<file path="src/rtl/spectrum_peak_picker_pkg.sv">
// Shared types and band table for the spectrum peak picker.
package spectrum_pkg;

    localparam int unsigned N_BINS    = 512;
    localparam int unsigned BIN_W     = $clog2(N_BINS);
    localparam int unsigned NUM_BANDS = 6;
    localparam int unsigned BAND_W    = 3;
    localparam int unsigned MAG_WIDTH = 16;

    typedef logic [BIN_W-1:0] bin_t;

    // Logarithmic band edges, inclusive.
    localparam bin_t BAND_START [NUM_BANDS] = '{9'd0, 9'd10, 9'd20, 9'd40, 9'd80,  9'd160};
    localparam bin_t BAND_END   [NUM_BANDS] = '{9'd9, 9'd19, 9'd39, 9'd79, 9'd159, 9'd511};

    typedef struct packed {
        logic [MAG_WIDTH-1:0] mag;
        bin_t                 bin;
    } band_peak_t;

    typedef band_peak_t [NUM_BANDS-1:0] band_bank_t;

    typedef enum logic [1:0] {
        IDLE,
        SCAN,
        EMIT
    } emit_state_e;

    // Band containing a bin; the top band is the fallback so the last
    // band's upper edge never needs an explicit compare.
    function automatic logic [BAND_W-1:0] band_of(input bin_t bin);
        logic [BAND_W-1:0] band;
        band = BAND_W'(NUM_BANDS - 1);
        for (int unsigned k = 0; k < NUM_BANDS - 1; k++) begin
            if (bin <= BAND_END[NUM_BANDS - 2 - k]) begin
                band = BAND_W'(NUM_BANDS - 2 - k);
            end
        end
        return band;
    endfunction

    // Accumulator contents at the start of every frame.
    function automatic band_bank_t cleared_bank();
        band_bank_t bank;
        for (int unsigned b = 0; b < NUM_BANDS; b++) begin
            bank[b].mag = '0;
            bank[b].bin = BAND_START[b];
        end
        return bank;
    endfunction

endpackage

</file>
<file path="src/rtl/spectrum_peak_picker_if.sv">
// Peak stream from the picker to the fingerprint hasher.
interface spectrum_peak_picker_if #(
    parameter int unsigned MAG_W   = 16,
    parameter int unsigned FRAME_W = 16
);
    logic               peak_valid_o;
    logic               peak_ready_i;
    logic [2:0]         peak_band_o;
    logic [8:0]         peak_bin_o;
    logic [MAG_W-1:0]   peak_mag_o;
    logic [FRAME_W-1:0] peak_frame_o;
    logic               peak_last_o;

    modport master (
        output peak_valid_o, peak_band_o, peak_bin_o, peak_mag_o, peak_frame_o, peak_last_o,
        input  peak_ready_i
    );

    modport slave (
        input  peak_valid_o, peak_band_o, peak_bin_o, peak_mag_o, peak_frame_o, peak_last_o,
        output peak_ready_i
    );
endinterface

</file>
<file path="src/rtl/spectrum_peak_picker_emitter.sv">
// Shadow bank plus the scan/emit FSM that streams one peak per qualifying band.
module peak_emitter #(
    parameter int unsigned MAG_W   = 16,
    parameter int unsigned FRAME_W = 16
) (
    input  logic                    clk,
    input  logic                    reset,
    input  logic                    load,
    input  spectrum_pkg::band_bank_t bank,
    input  logic [MAG_W-1:0]        threshold_i,
    spectrum_peak_picker_if.master  peak,
    output logic                    busy_o,
    output logic                    overrun_o
);
    import spectrum_pkg::*;

    localparam logic [BAND_W-1:0] LAST_BAND = BAND_W'(NUM_BANDS - 1);

    emit_state_e        state_q, state_d;
    logic [BAND_W-1:0]  band_q, band_d;
    band_bank_t         shadow_q;
    logic [MAG_W-1:0]   thr_q;
    logic [FRAME_W-1:0] frame_cnt_q, frame_tag_q;
    logic               overrun_q;
    logic [NUM_BANDS-1:0] qual;
    logic               capture;
    logic               more_above;

    // Which shadow bands reach the captured threshold, and whether any lie above the current one.
    always_comb begin
        for (int unsigned b = 0; b < NUM_BANDS; b++) begin
            qual[b] = (shadow_q[b].mag >= thr_q);
        end
        more_above = |((qual >> band_q) >> 1);
    end

    // Next-state logic; a frame load preempts any scan or pending beat.
    always_comb begin
        state_d = state_q;
        band_d  = band_q;
        capture = 1'b0;
        if (load) begin
            state_d = SCAN;
            band_d  = '0;
        end else begin
            case (state_q)
                IDLE: ;
                SCAN: begin
                    if (qual[band_q]) begin
                        state_d = EMIT;
                        capture = 1'b1;
                    end else if (band_q == LAST_BAND) begin
                        state_d = IDLE;
                    end else begin
                        band_d = band_q + 1'b1;
                    end
                end
                EMIT: begin
                    if (peak.peak_ready_i) begin
                        if (band_q == LAST_BAND) begin
                            state_d = IDLE;
                        end else begin
                            state_d = SCAN;
                            band_d  = band_q + 1'b1;
                        end
                    end
                end
                default: state_d = IDLE;
            endcase
        end
    end

    // FSM state register.
    always_ff @(posedge clk) begin
        if (reset) begin
            state_q <= IDLE;
            band_q  <= '0;
        end else begin
            state_q <= state_d;
            band_q  <= band_d;
        end
    end

    // Frame-end capture of the bank, threshold and frame tag; overrun is sticky.
    always_ff @(posedge clk) begin
        if (reset) begin
            shadow_q    <= cleared_bank();
            thr_q       <= '0;
            frame_cnt_q <= '0;
            frame_tag_q <= '0;
            overrun_q   <= 1'b0;
        end else if (load) begin
            shadow_q    <= bank;
            thr_q       <= threshold_i;
            frame_tag_q <= frame_cnt_q;
            frame_cnt_q <= frame_cnt_q + 1'b1;
            if (state_q != IDLE) begin
                overrun_q <= 1'b1;
            end
        end
    end

    // Beat payload, registered on entry to EMIT and held until accepted.
    always_ff @(posedge clk) begin
        if (reset) begin
            peak.peak_band_o  <= '0;
            peak.peak_bin_o   <= '0;
            peak.peak_mag_o   <= '0;
            peak.peak_frame_o <= '0;
            peak.peak_last_o  <= 1'b0;
        end else if (capture) begin
            peak.peak_band_o  <= band_q;
            peak.peak_bin_o   <= shadow_q[band_q].bin;
            peak.peak_mag_o   <= shadow_q[band_q].mag;
            peak.peak_frame_o <= frame_tag_q;
            peak.peak_last_o  <= ~more_above;
        end
    end

    assign peak.peak_valid_o = (state_q == EMIT);
    assign busy_o            = (state_q != IDLE);
    assign overrun_o         = overrun_q;

endmodule

</file>
<file path="src/rtl/spectrum_peak_picker.sv">
// Reads FFT magnitudes bin by bin, tracks per-band maxima and hands each frame to the emitter.
module spectrum_peak_picker #(
    parameter int unsigned N_BINS  = 512,
    parameter int unsigned MAG_W   = 16,
    parameter int unsigned FRAME_W = 16
) (
    input  logic                      clk,
    input  logic                      reset,
    output logic [$clog2(N_BINS)-1:0] bin_index_o,
    input  logic [MAG_W-1:0]          mag_i,
    input  logic                      mag_valid_i,
    input  logic [MAG_W-1:0]          threshold_i,
    spectrum_peak_picker_if.master    peak,
    output logic                      frame_done_o,
    output logic                      overrun_o,
    output logic                      busy_o
);
    import spectrum_pkg::*;

    localparam int unsigned BW = $clog2(N_BINS);

    logic [BW-1:0]     idx_q;
    band_bank_t        acc_q, folded;
    logic [BAND_W-1:0] cur_band;
    logic              frame_end;
    logic              frame_done_q;

    assign cur_band  = band_of(idx_q);
    assign frame_end = mag_valid_i && (idx_q == BW'(N_BINS - 1));

    // Accumulators with the current sample applied; strict compare keeps the lowest bin on ties.
    always_comb begin
        folded = acc_q;
        if (mag_valid_i && (mag_i > acc_q[cur_band].mag)) begin
            folded[cur_band].mag = mag_i;
            folded[cur_band].bin = idx_q;
        end
    end

    // Index counter and accumulators; the frame-end sample goes only to the shadow copy.
    always_ff @(posedge clk) begin
        if (reset) begin
            idx_q <= '0;
            acc_q <= cleared_bank();
        end else if (mag_valid_i) begin
            idx_q <= idx_q + 1'b1;
            acc_q <= frame_end ? cleared_bank() : folded;
        end
    end

    // Frame-done pulse, one cycle after the last bin is captured.
    always_ff @(posedge clk) begin
        if (reset) begin
            frame_done_q <= 1'b0;
        end else begin
            frame_done_q <= frame_end;
        end
    end

    peak_emitter #(
        .MAG_W   (MAG_W),
        .FRAME_W (FRAME_W)
    ) u_emitter (
        .clk         (clk),
        .reset       (reset),
        .load        (frame_end),
        .bank        (folded),
        .threshold_i (threshold_i),
        .peak        (peak),
        .busy_o      (busy_o),
        .overrun_o   (overrun_o)
    );

    assign bin_index_o  = idx_q;
    assign frame_done_o = frame_done_q;

endmodule
</file>
<file path="src/flat_wrapper.sv">
// flat-port wrapper written by rule: the top's interface ports become plain ports
module spectrum_peak_picker_flat import spectrum_pkg::*;
#(
    parameter int unsigned N_BINS  = 512,
    parameter int unsigned MAG_W   = 16,
    parameter int unsigned FRAME_W = 16
)
  (clk, reset, bin_index_o, mag_i, mag_valid_i, threshold_i, frame_done_o, overrun_o, busy_o, peak_peak_valid_o, peak_peak_band_o, peak_peak_bin_o, peak_peak_mag_o, peak_peak_frame_o, peak_peak_last_o, peak_peak_ready_i);
  spectrum_peak_picker_if #(.MAG_W(MAG_W), .FRAME_W(FRAME_W)) peak_i ();
  input  logic clk;
  input  logic reset;
  output logic [$clog2(N_BINS)-1:0] bin_index_o;
  input  logic [MAG_W-1:0] mag_i;
  input  logic mag_valid_i;
  input  logic [MAG_W-1:0] threshold_i;
  output logic frame_done_o;
  output logic overrun_o;
  output logic busy_o;
  output wire logic [$bits(peak_i.peak_valid_o)-1:0] peak_peak_valid_o;
  output wire logic [$bits(peak_i.peak_band_o)-1:0] peak_peak_band_o;
  output wire logic [$bits(peak_i.peak_bin_o)-1:0] peak_peak_bin_o;
  output wire logic [$bits(peak_i.peak_mag_o)-1:0] peak_peak_mag_o;
  output wire logic [$bits(peak_i.peak_frame_o)-1:0] peak_peak_frame_o;
  output wire logic [$bits(peak_i.peak_last_o)-1:0] peak_peak_last_o;
  input wire logic [$bits(peak_i.peak_ready_i)-1:0] peak_peak_ready_i;
  assign peak_peak_valid_o = peak_i.peak_valid_o;
  assign peak_peak_band_o = peak_i.peak_band_o;
  assign peak_peak_bin_o = peak_i.peak_bin_o;
  assign peak_peak_mag_o = peak_i.peak_mag_o;
  assign peak_peak_frame_o = peak_i.peak_frame_o;
  assign peak_peak_last_o = peak_i.peak_last_o;
  assign peak_i.peak_ready_i = peak_peak_ready_i;
  spectrum_peak_picker #(.N_BINS(N_BINS), .MAG_W(MAG_W), .FRAME_W(FRAME_W)) u_core (.clk(clk), .reset(reset), .bin_index_o(bin_index_o), .mag_i(mag_i), .mag_valid_i(mag_valid_i), .threshold_i(threshold_i), .peak(peak_i), .frame_done_o(frame_done_o), .overrun_o(overrun_o), .busy_o(busy_o));
endmodule
</file>
<file path="config.mk">
export PLATFORM = sky130hd
export DESIGN_NAME = spectrum_peak_picker_flat
export DESIGN_NICKNAME = d
export VERILOG_FILES = /design/src/rtl/spectrum_peak_picker_pkg.sv /design/src/rtl/spectrum_peak_picker_if.sv /design/src/rtl/spectrum_peak_picker_emitter.sv /design/src/rtl/spectrum_peak_picker.sv /design/src/flat_wrapper.sv
export SDC_FILE = /design/constraint.sdc
export NUM_CORES = 1
export LEC_CHECK = 0
export BUFFER_PORTS_ARGS = -buffer_cell sky130_fd_sc_hd__buf_4
export CAP_MARGIN = 10
export CORE_MARGIN = 4
export CORE_UTILIZATION = 45
export DETAILED_ROUTE_END_ITERATION = 8
export PLACE_DENSITY = 0.72
export RECOVER_POWER = 25
export REMOVE_ABC_BUFFERS = 1
export SLEW_MARGIN = 20
export SYNTH_ARGS = -nofsm -noshare
export SYNTH_HDL_FRONTEND = slang
export SYNTH_HIERARCHICAL = 1
export SYNTH_SLANG_ARGS = --single-unit
</file>
<file path="constraint.sdc">
create_clock -name clk -period 6.8 [get_ports clk]
set_input_delay 1.36 -clock clk [delete_from_list [all_inputs] [get_ports clk]]
set_output_delay 1.36 -clock clk [all_outputs]
set_load 0.02 [all_outputs]
</file>
==> results.toml <==
[run_status]
status = "finished with violations"
violations = "max-capacitance violations, max-slew violations"

[logic_synthesis]
syn_area_per_cell_um2 = 9.68
ys_seq_area_share_pct = 38.5
synthCells = 2196
synthTopCellsByArea = "dfxtp_1 (39%), mux2i_1 (14%), ha_1 (7.1%)"
netlist_area_um2 = 21200
synth_edf_count = 0
synthFlopType = "dfxtp_1"
synth_top_area_share_pct = 38.5
synth-async-reset-ratio_pct = 0
synth_warnings = 6
synth_common_cells = "dfxtp_1 (409), mux2i_1 (293), nand2_1 (264), nor2_1 (251), ha_1 (121)"
synth_cell_types = 77
ys_ff_latch = 409
yosysTopAreaCell = "dfxtp_1"
yosysMostFrequentCell = "dfxtp_1"

[sta]
fin_worst_skew_ns = 0.0210
clock.fmax_ghz = 0.164
grt_setup_unrepaired = "false"
setup_viol = 0
setup_slack_ns = 0.702
finalCritPeriodShare_pct = 89.7
period_needed_ns = 6.10
tightest_slew_ns = 4.13
relSlewSlack_pct = -175
drv_slew = 151
timing.hold.ws_ns = 0.451
hold_violations = 0

[cells_and_area]
nNetsFinal = 2350
synthToLayoutAreaGrowth_pct = 10.7
drive_above_1_share_pct = 15.6
diodes = 0
n_fill_cell = 4232

[clock_tree]
cts_max_path_buffers = 3
cts_setup_buffers = 0
cts-root-buf = "clkbuf_16"
cts_resized = 0
cts_hold_buf = 0
cts_tree = "yes"
insertion_delay_ns = 0.58
cts_sinks = 409
htree_num_levels = 2
path_clk_slew_ns = 0.06
numCtsBuffers = 44

[global_route]
grt_pass1_wl_um = 93800
grt_max_degree = 88
globalRouteOverflowTotal = 0
grt_pass1_vias = 16800
grtUsageTotal_pct = 23.0
antenna_found_initial = 2

[floorplanning]
fp.dieH_um = 225
rows = 79
dieArea_um2 = 50800
pin_count = 94
die_x_um = 225
core-area_um2 = 46700
start_util_pct = 45.5

[hold_path]
min_to = "u_core/acc_q[56]"
min_path_cells = 1
hp-start = "u_core/acc_q[56]"
hold_class = "reg -> reg"

[detailed_routing]
wirelength_um = 60300
viasPerCell = 5.90
post_drt_wl_per_cell_um = 21.3
first_pass_iters = 5
routed-via-count = 16700
ant_nets = 0
drc = 0
first_iter_violations = 1344

[worst_setup_path]
r2r-end = "u_core/u_emitter/shadow_q[72]"
cp_max_fo = 35
worst_r2r_startpoint = "u_core/bin_index_o[3]"
rr_worst_depth = 14
crit_top_cell = "nand4_1"
crit_path_top_delay_cell = "dfxtp_1"
cp-end-kind = "flop"
critPathKind = "reg -> reg"
cp-start-kind = "flop"
critPathArrivalTime_ns = 6.38
worstPathRequired_ns = 7.08
r2r_setup_slack_ns = 0.70
cp_cell_sequence = "nand4_1 > o211a_1 > and2_1 > o21ai_2 > nand2_1 > a31o_2 > ha_1 > nand4_1 > a211oi_1 > o31a_2 > nand3_4 > mux2_2 > mux2i_1 > nor2_1"
crit_path_max_incr_delay_ns = 0.75

[placed_design]
place_ws_ns = 1.02
globalplace.congestion = 0.900
place_hpwl_um = 38800
portBuffers = 93

[pwr]
power_per_cell_area_nw_per_um2 = 222
finalPower_mw = 5.22
p_leak_nw = 9.29
vdd_drop_max_mv = 0.159

[run]
maxCapViolCount = 2
## routing by layer
metal  global-route usage [%]  vias to the layer above  wire length [um]
li1                         -                     7849                 -
met1                     30.4                     8161             26300
met2                     37.5                      559             27700
met3                     3.99                      147              3560
met4                     9.25                        4              2660
met5                        0                        -                15
## worst max-delay path: cells and delay by family (launching register included)
| family | cells | cell delay (ns) |
|---|---|---|
| DFF | 1 | 0.75 |
| adders and majority gates | 1 | 0.31 |
| and+or+nand+nor | 6 | 1.66 |
| AOI/OAI and AO/OA | 5 | 2.38 |
| muxes | 2 | 0.69 |
## how the worst max path moves through the flow
| stage | from | to | slack, ns |
|---|---|---|---|
| finish | u_core/bin_index_o[3] | u_core/u_emitter/shadow_q[72] | 0.70 |
| global route | u_core/bin_index_o[3] | u_core/u_emitter/shadow_q[107] | 0.39 |
| CTS | u_core/bin_index_o[3] | u_core/u_emitter/shadow_q[62] | 0.95 |
| detailed placement | u_core/bin_index_o[3] | u_core/u_emitter/shadow_q[110] | 1.02 |
| global placement | u_core/bin_index_o[3] | u_core/u_emitter/shadow_q[52] | 1.23 |
| floorplan | u_core/bin_index_o[2] | u_core/acc_q[25] | -12.10 |
## where the power goes
part / switching (mW) / total [mW] / internal [mW]
logic: 0.138 / 0.197 / 0.0594
registers: 0.00548 / 2.41 / 2.40
clock network: 1.01 / 2.61 / 1.60
## stage by stage
stage	std cells	cell area, um^2	TNS, ns	utilization [%]
CTS	2834	23800	0	50.9
detailed placement	2754	22200	0	47.5
floorplan	2027	20400	-2543.37	-
global placement	2754	22200	0	47.5
global route	2834	23500	0	50.4
finish	2834	23500	0	50.4
## cells in the final DEF (no fill, tap or decap), types with 25 or more instances in the layout
| cell type | count |
|---|---|
| mux4_2 | 25 |
| o211ai_1 | 32 |
| nor2_1 | 249 |
| o21ai_0 | 43 |
| a22o_1 | 53 |
| inv_1 | 38 |
| clkbuf_1 | 62 |
| nand3_1 | 31 |
| ha_1 | 121 |
| mux2i_1 | 293 |
| a21oi_1 | 66 |
| clkbuf_16 | 45 |
| nand2_1 | 263 |
| o211a_1 | 28 |
| and2_1 | 29 |
| dfxtp_1 | 408 |
| mux2_2 | 117 |
| buf_4 | 59 |
## state kept, by name (all words and copies together), names as in the netlist
| register | count |
|---|---|
| u_core/u_emitter/shadow_q | 150 |
| u_core/u_emitter/peak.peak_band_o | 3 |
| u_core/u_emitter/peak.peak_last_o | 1 |
| u_core/u_emitter/peak.peak_mag_o | 16 |
| u_core/u_emitter/band_q | 3 |
| u_core/frame_done_o | 1 |
| u_core/u_emitter/frame_cnt_q | 16 |
| u_core/bin_index_o | 9 |
| u_core/u_emitter/frame_tag_q | 16 |
| u_core/u_emitter/overrun_o | 1 |
| u_core/acc_q | 150 |
| u_core/u_emitter/peak.peak_frame_o | 16 |
| u_core/u_emitter/state_q | 2 |
| u_core/u_emitter/thr_q | 16 |
| u_core/u_emitter/peak.peak_bin_o | 9 |
## kinds of logic after synthesis
group	after synthesis	synth area share (%)
AND/OR/NAND/NOR	657	13.6
AO/OA/AOI/OAI	342	12.5
XOR/XNOR	19	0.783
flip-flops	409	38.5
multiplexers	439	22.9
buffers and inverters	209	4.55
adder cells (fa/ha/maj)	121	7.12
## area by class of cell
cell class | count | area (um^2) | area share [%]
well taps | 607 | 759 | 3.23
multi-input cells | 1578 | 12100 | 51.6
repair buffers | 120 | 707 | 3.00
clock buffers | 61 | 1300 | 5.51
flip-flops and latches | 409 | 8190 | 34.8
inverters | 40 | 150 | 0.638
clock inverters | 19 | 282 | 1.20
No activity file was read; power rests on OpenSTA's default activity.
